**src/rtl/uart_rx_sampler_mv.sv**
```systemverilog
// Majority-vote bit sampler for a UART receiver: optional RX_IN synchroniser,
// a 1/3/5-vote window centred on Prescale/2, and a registered decision strobe.
module uart_rx_sampler_mv #(
  parameter int WIDTH       = 6,
  parameter int SYNC_STAGES = 2
) (
  input  logic             clk,
  input  logic             RST,
  input  logic             RX_IN,
  input  logic [WIDTH-1:0] Prescale,
  input  logic [2:0]       samp_num,
  input  logic             dat_samp_en,
  input  logic [WIDTH-1:0] edge_cnt,
  output logic             sampled_bit,
  output logic             sample_valid,
  output logic             noise_err
);

  localparam int XW = WIDTH + 1;

  logic rx_s;

  generate
    if (SYNC_STAGES == 0) begin : g_nosync
      assign rx_s = RX_IN;
    end else begin : g_sync
      logic [SYNC_STAGES-1:0] sync_r;

      // Synchroniser chain, preset to the idle-high line level.
      always_ff @(posedge clk or negedge RST) begin
        if (!RST) begin
          sync_r <= '1;
        end else begin
          sync_r[0] <= RX_IN;
          for (int i = 1; i < SYNC_STAGES; i++) begin
            sync_r[i] <= sync_r[i-1];
          end
        end
      end

      assign rx_s = sync_r[SYNC_STAGES-1];
    end
  endgenerate

  logic [2:0]    n_eff_s;
  logic [2:0]    half_s;
  logic [XW-1:0] mid_s;
  logic [XW-1:0] lo_s;
  logic [XW-1:0] hi_s;
  logic [XW-1:0] dec_s;
  logic [XW-1:0] edge_x_s;
  logic          in_win_s;
  logic          at_dec_s;

  // Window geometry, all in WIDTH+1 bits so dec cannot wrap to zero.
  always_comb begin
    case (samp_num)
      3'd1:    n_eff_s = 3'd1;
      3'd3:    n_eff_s = 3'd3;
      3'd5:    n_eff_s = 3'd5;
      default: n_eff_s = 3'd3;
    endcase
    half_s   = (n_eff_s - 3'd1) >> 1;
    mid_s    = {1'b0, Prescale} >> 1;
    lo_s     = mid_s - XW'(half_s);
    hi_s     = mid_s + XW'(half_s);
    dec_s    = hi_s + XW'(1);
    edge_x_s = {1'b0, edge_cnt};
    in_win_s = (edge_x_s >= lo_s) && (edge_x_s <= hi_s);
    at_dec_s = (edge_x_s == dec_s);
  end

  logic [2:0] ones_r;
  logic [2:0] votes_r;
  logic       hold_r;
  logic [2:0] ones_nxt_s;
  logic [2:0] votes_nxt_s;
  logic       hold_nxt_s;
  logic       bit_nxt_s;
  logic       nerr_nxt_s;
  logic       valid_nxt_s;

  // Vote accumulation and the decision, with a hold flag so a parked dec fires once.
  always_comb begin
    ones_nxt_s  = ones_r;
    votes_nxt_s = votes_r;
    hold_nxt_s  = hold_r;
    bit_nxt_s   = sampled_bit;
    nerr_nxt_s  = noise_err;
    valid_nxt_s = 1'b0;
    if (!dat_samp_en) begin
      ones_nxt_s  = 3'd0;
      votes_nxt_s = 3'd0;
      hold_nxt_s  = 1'b0;
    end else if (at_dec_s) begin
      ones_nxt_s  = 3'd0;
      votes_nxt_s = 3'd0;
      if (!hold_r) begin
        bit_nxt_s   = ({ones_r, 1'b0} > {1'b0, n_eff_s});
        nerr_nxt_s  = ((ones_r != 3'd0) && (ones_r != n_eff_s)) || (votes_r != n_eff_s);
        valid_nxt_s = 1'b1;
        hold_nxt_s  = 1'b1;
      end else begin
        hold_nxt_s  = 1'b1;
      end
    end else if (in_win_s) begin
      ones_nxt_s  = (ones_r == 3'd7) ? ones_r : ones_r + {2'b00, rx_s};
      votes_nxt_s = (votes_r == 3'd7) ? votes_r : votes_r + 3'd1;
      hold_nxt_s  = 1'b0;
    end else begin
      ones_nxt_s  = 3'd0;
      votes_nxt_s = 3'd0;
      hold_nxt_s  = 1'b0;
    end
  end

  // State and registered outputs.
  always_ff @(posedge clk or negedge RST) begin
    if (!RST) begin
      ones_r       <= 3'd0;
      votes_r      <= 3'd0;
      hold_r       <= 1'b0;
      sampled_bit  <= 1'b0;
      noise_err    <= 1'b0;
      sample_valid <= 1'b0;
    end else begin
      ones_r       <= ones_nxt_s;
      votes_r      <= votes_nxt_s;
      hold_r       <= hold_nxt_s;
      sampled_bit  <= bit_nxt_s;
      noise_err    <= nerr_nxt_s;
      sample_valid <= valid_nxt_s;
    end
  end

endmodule

```
**config.mk**
```make
export PLATFORM = sky130hd
export DESIGN_NAME = uart_rx_sampler_mv
export DESIGN_NICKNAME = d
export VERILOG_FILES = /design/src/rtl/uart_rx_sampler_mv.sv
export SDC_FILE = /design/constraint.sdc
export NUM_CORES = 1
export LEC_CHECK = 0
export ABC_CLOCK_PERIOD_IN_PS = 1350
export BUFFER_PORTS_ARGS = -buffer_cell sky130_fd_sc_hd__buf_2
export CORE_ASPECT_RATIO = 2
export CORE_MARGIN = 1.5
export CORE_UTILIZATION = 25
export DETAILED_ROUTE_END_ITERATION = 6
export PLACE_DENSITY = 0.55
export SYNTH_ARGS = -nofsm -noshare
export SYNTH_HDL_FRONTEND = slang
export SYNTH_SLANG_ARGS = --single-unit
```
**constraint.sdc**
```tcl
create_clock -name clk -period 1.35 [get_ports clk]
set_input_delay 0.405 -clock clk [delete_from_list [all_inputs] [get_ports clk]]
set_output_delay 0.405 -clock clk [all_outputs]
set_load 0.02 [all_outputs]
```
==> results_dict.tcl <==
set metrics [dict create \
    clk_latency_ns 0.24 \
    ys_seq_area_share_pct 22.5 \
    synth_top_area_share_pct 21.4 \
    die_h_um 107 \
    status "finished with violations" \
    gp_congestion 0.813 \
    yosys_warnings 0 \
    rows 37 \
    synth_top_family_by_area "adder cells" \
    vias_per_cell 4.83 \
    final_common_cell "buf_4" \
    drtIter0Drc 9 \
    clock_skew_ns 0.00172 \
    synth_compound_area_share_pct 12.1 \
    drc 0 \
    finalInstanceArea_sq_um 2000 \
    synth_cells 136 \
    ant_nets 0 \
    numCtsBuffers 3 \
    met1_usage_pct 12.8 \
    post-route-period-util_pct 204 \
    finalNetCount 234 \
    crit_path_end "votes_r[1]" \
    worst_pin_slew_ns 0.357 \
    synthAdderAreaFrac_pct 24.4 \
    fillers 508 \
    synth-seq-cells 12 \
    hold_buffers 0 \
    antenna_found_initial 0 \
    synth.net_count 180 \
    clk_pin_slew_ns 0.05 \
    avgRoutedWirePerCell_um 14.7 \
    routed_wl_um 3620 \
    grt_usage_pct 14.0 \
    r2r_cells 3 \
    r2r_start "ones_r[1]" \
    maxCapViolCount 0 \
    slew_headroom_pct 76.0 \
    synth_area_leaders "ha_1, dfrtp_1, xnor2_1" \
    synth_edf_count 0 \
    start_kind "primary input" \
    peakVddDrop_mv 0.579 \
    finalPower_mw 1.48 \
    cts.sinks 12 \
    layout_setup_ws_ns -1.40 \
    leakagePower_nw 0.921 \
    yosysTopAreaCell "ha_1" \
    grt_setup_unrepaired "true" \
    dr.pass1.iters 4 \
    grt_max_degree 13 \
    synth_area_sq_um 1340 \
    cts_root_buf "clkbuf_8" \
    antenna_cells 0 \
    drive_gt1_share_pct 52.4 \
    worst_ep_required_time_ns 1.50 \
    power_density_nw_per_um2 742 \
    crit_type "primary input to flip-flop" \
    cp_max_fo 6 \
    crit_arrival_ns 2.90 \
    critPathCaptureType "flip-flop" \
    dr_total_vias 1193 \
    crit_start "samp_num[1]" \
    syn_area_per_cell_sq_um 9.88 \
    synth.area.mux_share_pct 3.17 \
    synth-simple-area-share_pct 20.0 \
    synth-async-reset-ratio_pct 100 \
    initial_core_util_pct 26.2 \
    rrSetupSlack_ns -0.09 \
    hpwl_um 3070 \
    yosys.area_share.xor_xnor_pct 12.1 \
    die_x_um 54.8 \
    fmax_mhz 364 \
    busiest_layer "met2" \
    met2_usage_pct 29.0 \
    htreeDepth 1 \
    overflow 0 \
    pin_count 22 \
    grt_pass1_vias 1301 \
    rr_endpoint "sampled_bit" \
    ys.flop_type "dfrtp_1" \
    hp-class "primary input to asynchronous set/reset pin" \
    cts_buffer_depth 2 \
    tritoncts "done" \
    violations "negative setup slack" \
    finalCriticalPeriod_ns 2.75 \
    grt_pass1_wl_um 5910 \
    hold_viol_final 0 \
    yosysUniqueCellTypes 42 \
    io_buffers 20 \
    die_area_sq_um 5850 \
    final_cell_mix "buf_4, ha_1, buf_2, dfrtp_1, inv_1" \
    grt.met3_usage_pct 0.836 \
    drv_slew 0 \
    dpl_cell_area_sq_um 1780 \
    fp.coreArea_sq_um 5140 \
    finalSetupViolCount 10 \
    syn2layout_area_growth_pct 48.5 \
]
[cell type report]
| class | count | area (sq um) | area share, % |
|---|---|---|---|
| repair buffers | 54 | 375 | 18.8 |
| well taps | 58 | 72.6 | 3.64 |
| flip-flops and latches | 12 | 303 | 15.2 |
| clock buffers | 4 | 55.1 | 2.76 |
| multi-input cells | 108 | 1150 | 57.6 |
| inverters | 11 | 41.3 | 2.07 |
[cells in the mapped netlist, types with 2 or more instances]
cell type  count
dfrtp_1       10
nand2b_1       4
nor2b_1        3
o21ai_0        7
xor2_2         2
dfstp_2        2
xor2_1         4
buf_4          2
nor2_1         2
nor4b_2        4
ha_1          23
o21ai_1        2
a211oi_1       4
xnor2_1        9
fa_1           2
mux2i_1        2
mux2_1         2
nand3_1        6
nor3_1         3
nand2_1        7
inv_1         11
nand4_1        2
a311o_1        2
and3_1         2
a31oi_1        2
[flip-flops by register name, summed over array words and instances (netlist names)]
name	flops
votes_r	3
sampled_bit	1
g_sync.sync_r	2
ones_r	3
noise_err	1
sample_valid	1
hold_r	1
[per-layer routing]
metal  part of all wire (%)  routed length, um
met2                     65               2350
met1                     32               1170
met5                      0                  0
met4                   0.97                 35
met3                    1.9                 67
[worst max-delay path: stages]
cell and delay [ns]:
buf_6 0.09, nor2b_4 0.13, inv_2 0.07, ha_4 0.16, fa_2 0.60, inv_2 0.06
ha_4 0.24, nor2b_4 0.12, o21a_1 0.16, o21ai_1 0.14, nand2b_1 0.08, a211oi_2 0.25
o21ai_4 0.14, nor4b_2 0.23
[cells by family after synthesis]
| family | after synthesis |
|---|---|
| buffers and inverters | 16 |
| AND/OR/NAND/NOR | 40 |
| XOR/XNOR | 16 |
| multiplexers | 4 |
| AO/OA/AOI/OAI | 23 |
| flip-flops | 12 |
| adder cells (fa/ha/maj) | 25 |
[per-stage QoR]
step           hold slack (ns)  utilization [%]  setup TNS (ns)  std cells  setup slack [ns]
5_1_grt                 0.0469             38.8          -14.35        247             -1.54
3_3_place_gp             0.291             34.6          -16.30        240             -1.80
2_1_floorplan            0.109                -          -13.28        136             -1.44
3_5_place_dp             0.294             34.6          -16.53        240             -1.81
4_1_cts                 0.0298             37.7          -13.29        245             -1.44
6_report                0.0268             38.8          -13.07        247             -1.40
[how the worst min path moves through the flow]
stage	startpoint	to	slack, ns	depth (start not counted)
finish	RST	hold_r	0.03	1
global route	RST	hold_r	0.05	1
CTS	RST	sampled_bit	0.03	1
detailed placement	RST	sampled_bit	0.29	1
global placement	RST	sampled_bit	0.29	1
floorplan	RST	hold_r	0.11	0
[timing repair]
action                                  4_1_cts  5_1_grt
gates resized for setup                      18       10
endpoints found under the setup margin       10       10
setup buffers                                 1        2
pin swaps                                    21       10
[power breakdown]
group,internal [mW],total (mW),switching (mW)
clock,0.258,0.392,0.134
combinational,0.354,0.688,0.334
sequential,0.388,0.401,0.0139
total,0.999,1.48,0.482
No activity file was read; power rests on OpenSTA's default activity.
